**src/rtl/kanagawa_cycle_timer_pkg.sv**
```systemverilog
// Shared types for the kanagawa cycle timer.
package kanagawa_cycle_timer_pkg;

  typedef enum logic [1:0] {
    ST_IDLE = 2'd0,
    ST_RUN  = 2'd1,
    ST_DONE = 2'd2
  } state_e;

endpackage

```
**src/rtl/kanagawa_cycle_timer.sv**
```systemverilog
// Loadable down-counter with a done handshake and cancel.
// Define KANAGAWA_CYCLE_TIMER_RELOAD_EN to add auto_reload and a period register.
module kanagawa_cycle_timer
  import kanagawa_cycle_timer_pkg::*;
#(
  parameter int WIDTH = 32
) (
  input  logic             clk,
  input  logic             rst,
  input  logic             load_valid,
  input  logic [WIDTH-1:0] load_count,
  output logic             load_ready,
  input  logic             cancel,
`ifdef KANAGAWA_CYCLE_TIMER_RELOAD_EN
  input  logic             auto_reload,
`endif
  output logic             done_valid,
  input  logic             done_ready,
  output logic [WIDTH-1:0] count_out,
  output logic             busy
);

  state_e           state_q, state_d;
  logic [WIDTH-1:0] count_q, count_d;
`ifdef KANAGAWA_CYCLE_TIMER_RELOAD_EN
  logic [WIDTH-1:0] period_q, period_d;
`endif

  always_comb begin
    state_d = state_q;
    count_d = count_q;
`ifdef KANAGAWA_CYCLE_TIMER_RELOAD_EN
    period_d = period_q;
`endif
    case (state_q)
      ST_IDLE: begin
        count_d = '0;
        if (load_valid) begin
`ifdef KANAGAWA_CYCLE_TIMER_RELOAD_EN
          period_d = load_count;
`endif
          if (load_count == '0) begin
            state_d = ST_DONE;
          end else begin
            state_d = ST_RUN;
            count_d = load_count;
          end
        end
      end
      ST_RUN: begin
        // Count is >=1 while running; the <=1 test also keeps it from wrapping.
        if (count_q <= WIDTH'(1)) begin
          state_d = ST_DONE;
          count_d = '0;
        end else begin
          count_d = count_q - WIDTH'(1);
        end
      end
      ST_DONE: begin
        count_d = '0;
        if (done_ready) begin
`ifdef KANAGAWA_CYCLE_TIMER_RELOAD_EN
          if (!auto_reload) begin
            state_d = ST_IDLE;
          end else if (period_q == '0) begin
            state_d = ST_DONE;
          end else begin
            state_d = ST_RUN;
            count_d = period_q;
          end
`else
          state_d = ST_IDLE;
`endif
        end
      end
      default: begin
        state_d = ST_IDLE;
        count_d = '0;
      end
    endcase
    // Cancel overrides decrement, expiry and the done handshake.
    if (cancel && (state_q != ST_IDLE)) begin
      state_d = ST_IDLE;
      count_d = '0;
    end
  end

  always_ff @(posedge clk or negedge rst) begin
    if (!rst) begin
      state_q <= ST_IDLE;
      count_q <= '0;
    end else begin
      state_q <= state_d;
      count_q <= count_d;
    end
  end

`ifdef KANAGAWA_CYCLE_TIMER_RELOAD_EN
  always_ff @(posedge clk or negedge rst) begin
    if (!rst) period_q <= '0;
    else      period_q <= period_d;
  end
`endif

  assign load_ready = (state_q == ST_IDLE);
  assign done_valid = (state_q == ST_DONE);
  assign busy       = (state_q != ST_IDLE);
  assign count_out  = count_q;

endmodule

```
**config.mk**
```make
export PLATFORM = sky130hd
export DESIGN_NAME = kanagawa_cycle_timer
export DESIGN_NICKNAME = d
export VERILOG_FILES = /design/src/rtl/kanagawa_cycle_timer_pkg.sv /design/src/rtl/kanagawa_cycle_timer.sv
export SDC_FILE = /design/constraint.sdc
export NUM_CORES = 1
export LEC_CHECK = 0
export CAP_MARGIN = 10
export CORE_ASPECT_RATIO = 0.8
export CORE_UTILIZATION = 46
export DETAILED_ROUTE_END_ITERATION = 12
export HOLD_SLACK_MARGIN = 0.15
export PLACE_DENSITY = 0.84
export SLEW_MARGIN = 20
export SYNTH_ARGS = -nofsm -noshare
export SYNTH_HDL_FRONTEND = slang
export SYNTH_SLANG_ARGS = --single-unit
```
**constraint.sdc**
```tcl
create_clock -name clk -period 2.65 [get_ports clk]
set_input_delay 0.3975 -clock clk [delete_from_list [all_inputs] [get_ports clk]]
set_output_delay 0.3975 -clock clk [all_outputs]
set_load 0.02 [all_outputs]
```
======== After elaboration in Yosys (flattened, before gate mapping) ========
Index checks and enable logic that the tools add are counted.
Widths: inputs -> output; s select.
storage, ports and cells
  bits in registers ....................... 34
  input port bits ......................... 37
cells by class
  $add $sub $neg .......................... 1
  magnitude comparators ................... 1
  equality and inequality tests ........... 5
  multiplexer cells ....................... 11
  reduce and logical (&&, ||, !) cells .... 5
operators with widths
  kind                   number
  $mux 32                4
  $pmux 32 s2            1
  $le 32x1->1 const B    1
  $logic_not 32->1       1
  $sub 32x1->32 const B  1
  $mux 2                 5
  $pmux 2 s3             1
  $ne 3x1->1 const B     1
  $ne 3x2->1 const B     1
  $ne 3x3->1 const B     1
  $reduce_and 3->1       1
  $eq 2x1->1 const B     1
  $eq 2x2->1 const B     1
  $logic_not 2->1        1
  $reduce_bool 2->1      1
  $logic_and 1x1->1      1

======== Depth between registers and ports, before layout ========
  depth after elaboration ................. 5
  depth in mapped cells ................... 8
  mapped depth without buffers ............ 6

======== Worst setup path before layout ========
OpenSTA, ideal clock, no wires.
  kind .................................... reg-to-reg
  start point ............................. reg count_q[26], in the netlist count_out[26]
  end point ............................... reg count_q[2], in the netlist count_out[2]
  library setup time ...................... 0.119 ns
  arrival time ............................ 2.222 ns
  path slack .............................. 0.308 ns
  cell stages (with the launch flop) ...... 7
  buffers on the path ..................... 1
  cells stage by stage .................... dfrtp_1 > or4_4 > or4_4 > or4_4 > nand2_4 > buf_12 > o21ai_2
on the way
  word-level cells in the longest chain between the ends .. 4
RTL lines
  item                    RTL line                    RTL
  from (decl)             kanagawa_cycle_timer.sv:24  logic [WIDTH-1:0] count_q, count_d;
  from (signal assigned)  kanagawa_cycle_timer.sv:94  count_q <= count_d;
  $le 32x1->1             kanagawa_cycle_timer.sv:52  if (count_q <= WIDTH'(1)) begin
  $mux 32                 kanagawa_cycle_timer.sv:52
  $pmux 32 s2             kanagawa_cycle_timer.sv:35  case (state_q)
  $mux 32                 kanagawa_cycle_timer.sv:82  if (cancel && (state_q != ST_IDLE)) begin
  named net count_d[2]    kanagawa_cycle_timer.sv:24
The timed path passes the listed nets, and every way through them passes these cells.
A chain may end at the register's enable or synchronous reset.

======== Worst setup path after layout ========
  start point ............................. reg count_q[26], in the netlist count_out[26]
  end point ............................... reg count_q[12], in the netlist count_out[12]
The elaborated chain is that of the path after synthesis.

==> flow_summary.ini <==
[setup_path]
reg2regPathDepth = 6
cp_cell_sequence = or4_4 > or4_4 > or4_4 > nand2_4 > buf_12 > o21ai_2
endpoint_kind = flip-flop
cp.required_ns = 2.82
crit_slowest_cell = or4_4
cp.arrival_ns = 2.58
critical_path_class = reg -> reg
start_kind = flip-flop
r2r-end = count_out[12]$_DFF_PN0_
crit_family = simple AND/OR/NAND/NOR gates
r2r_start = count_out[26]$_DFF_PN0_
critPathMaxFanout = 19
crit_top_cell = or4_4
path_buf_inv = 1
r2r_slack_ns = 0.24
cp_slowest_stage_delay_ns = 0.58

[routing]
postRouteWirelength_um = 5690
drt_pass1_iterations = 4
viasPerCell = 5.65
ant_nets = 0
num_vias = 2046
drtIter0Drc = 127
drcViolationCount = 0
wl_per_cell_um = 15.7

[synth]
ys_seq_elements = 34
synthesis.area_mm2 = 0.00217
ys_seq_area_frac = 0.391
avgSynthCellArea_um2 = 9.41
synth_nets = 270
ys_warn_count = 0
synth_cell_types = 35
netlist_instances = 231

[die]
core_mm2 = 0.00436
rows = 21
io_pins = 72
chipHeight_um = 63.5
die_width_um = 78.9
die_area_mm2 = 0.00501
initial_core_util = 0.498

[timing]
fin_crit_sh = 0.911
holdWs_ns = 0.536
setup_tns_ns = 0
slew_violations = 0
fin_worst_skew_ns = 0.00497
setup_viol = 0
fmax_ghz = 0.414
hold_viol = 0
fin_crit_ns = 2.41
rsz0062_at_grt = no
maxSlewHeadroom = 0.530
tightest_slew_ns = 0.703

[cells_and_area]
synthToLayoutAreaGrowth_pct = 39.6
final_cell_mix = clkdlybuf4s50_1 (71), nand2_1 (37), dfrtp_1 (34)
final_common_cell = clkdlybuf4s50_1
fin_nets = 345
antenna_cells = 0
drive_above_1_share = 0.180

[clock_tree]
postCtsResizedCells = 0
clockBufferDepth = 2
ctsHoldBuffers = 0
cts_setup_buffers = 0
cts_tree = done
clock-sinks = 34
cts_buffers = 5
clk_pin_slew_ns = 0.06
insertion_delay_ns = 0.28
cts-root-buf = clkbuf_8
htree_levels = 2

[power_and_ir_drop]
p_leak_nw = 1.18
peakVddDrop_mv = 0.366
p_per_area_mw_per_mm2 = 611

[hold_path]
hp-class = in -> async

[placed_design]
post-dp-hpwl_um = 4280
gp_congestion = 0.837
io_buffers = 71

[global_routing]
grt.total_usage = 0.249
overflow = 0
grt_max_degree = 35
grt_antenna_before_repair = 0
grt_pass1_vias = 1964
grt_pass1_wl_um = 9560

[run]
maxCapViolCount = 0

[status]
status = complete, no violations
==> cells in the mapped netlist, drive strengths merged <==
library cell | n | area share
ha | 2 | 0.012
nor2 | 11 | 0.019
o31ai | 1 | 0.0035
nand2 | 38 | 0.069
mux2 | 1 | 0.0052
or4 | 5 | 0.022
nand4 | 5 | 0.014
xor2 | 5 | 0.020
xnor2 | 21 | 0.085
nor2b | 1 | 0.0029
nand4bb | 1 | 0.0052
a21oi | 3 | 0.0069
nor4 | 20 | 0.067
or2 | 3 | 0.0086
nor3 | 13 | 0.030
inv | 6 | 0.010
dfrtp | 34 | 0.39
clkbuf | 8 | 0.014
o21ai | 31 | 0.12
o41a | 1 | 0.0052
nor3b | 2 | 0.0069
nand2b | 2 | 0.0058
nand3 | 5 | 0.012
nor4b | 2 | 0.0081
a22oi | 1 | 0.0035
o211a | 1 | 0.0046
buf | 3 | 0.028
or3 | 2 | 0.0058
a21o | 2 | 0.0069
or4b | 1 | 0.0046
==> state kept, by name (all words and copies together) (netlist names) <==
register and count:
state_q 2, count_out 32
==> per-stage QoR <==
stage	total power (W)	cells	utilization	area [um^2]	setup slack [ns]
after global placement	0.00147	356	0.676	2950	0.280
after CTS	0.00186	362	0.695	3030	0.245
after detailed placement	0.00149	356	0.676	2950	0.257
final	0.00185	362	0.695	3030	0.235
after global routing	0.00196	362	0.695	3030	0.173
after floorplan	0.00117	231	-	2170	0.308
==> cell families (layout without fill, tap and decap cells) <==
logic type,Yosys count,in the layout,synth area share
xor gates and xnor gates,26,26,0.105
AOI/OAI and AO/OA,40,40,0.154
muxes,1,1,0.00518
DFF,34,34,0.391
adders and majority gates,2,2,0.0115
and+or+nand+nor,111,111,0.282
buffers and inverters,17,91,0.0518
==> area by class of cell <==
| cell class | count | area [um^2] |
|---|---|---|
| Sequential cell | 34 | 851 |
| Tap cell | 57 | 71.3 |
| Clock buffer | 6 | 82.6 |
| Timing Repair Buffer | 79 | 796 |
| Fill cell | 353 | 1330 |
| Multi-Input combinational cell | 180 | 1210 |
| Inverter | 6 | 22.5 |
==> worst max path at each step <==
stage	end	cells after the start	slack (ns)	from
finish	count_out[12]$_DFF_PN0_	6	0.24	count_out[26]$_DFF_PN0_
global route	count_out[31]$_DFF_PN0_	5	0.17	count_out[26]$_DFF_PN0_
CTS	count_out[12]$_DFF_PN0_	6	0.25	count_out[26]$_DFF_PN0_
detailed placement	count_out[12]$_DFF_PN0_	6	0.26	count_out[26]$_DFF_PN0_
global placement	count_out[12]$_DFF_PN0_	6	0.28	count_out[26]$_DFF_PN0_
floorplan	count_out[2]$_DFF_PN0_	6	0.31	count_out[26]$_DFF_PN0_
==> metal layers <==
| layer | GRT usage | part of all wire | wire [um] |
|---|---|---|---|
| met5 | 0 | 0 | 0 |
| met1 | 0.357 | 0.46 | 2590 |
| met4 | 0.0727 | 0.010 | 58 |
| met2 | 0.374 | 0.45 | 2550 |
| met3 | 0.0551 | 0.087 | 494 |
==> power breakdown <==
part           total, W  internal, W  switching, W  leakage (nW)
Clock          0.000370     0.000200      0.000170        0.0431
Combinational  0.000800     0.000375      0.000425         0.685
Sequential     0.000684     0.000585     0.0000991         0.447
==> worst register-to-register path: stages (launching register included) <==
cell	delay (ns)
dfrtp_1	0.42
or4_4	0.58
or4_4	0.44
or4_4	0.47
nand2_4	0.13
buf_12	0.19
o21ai_2	0.09
No activity file was read; power rests on OpenSTA's default activity.
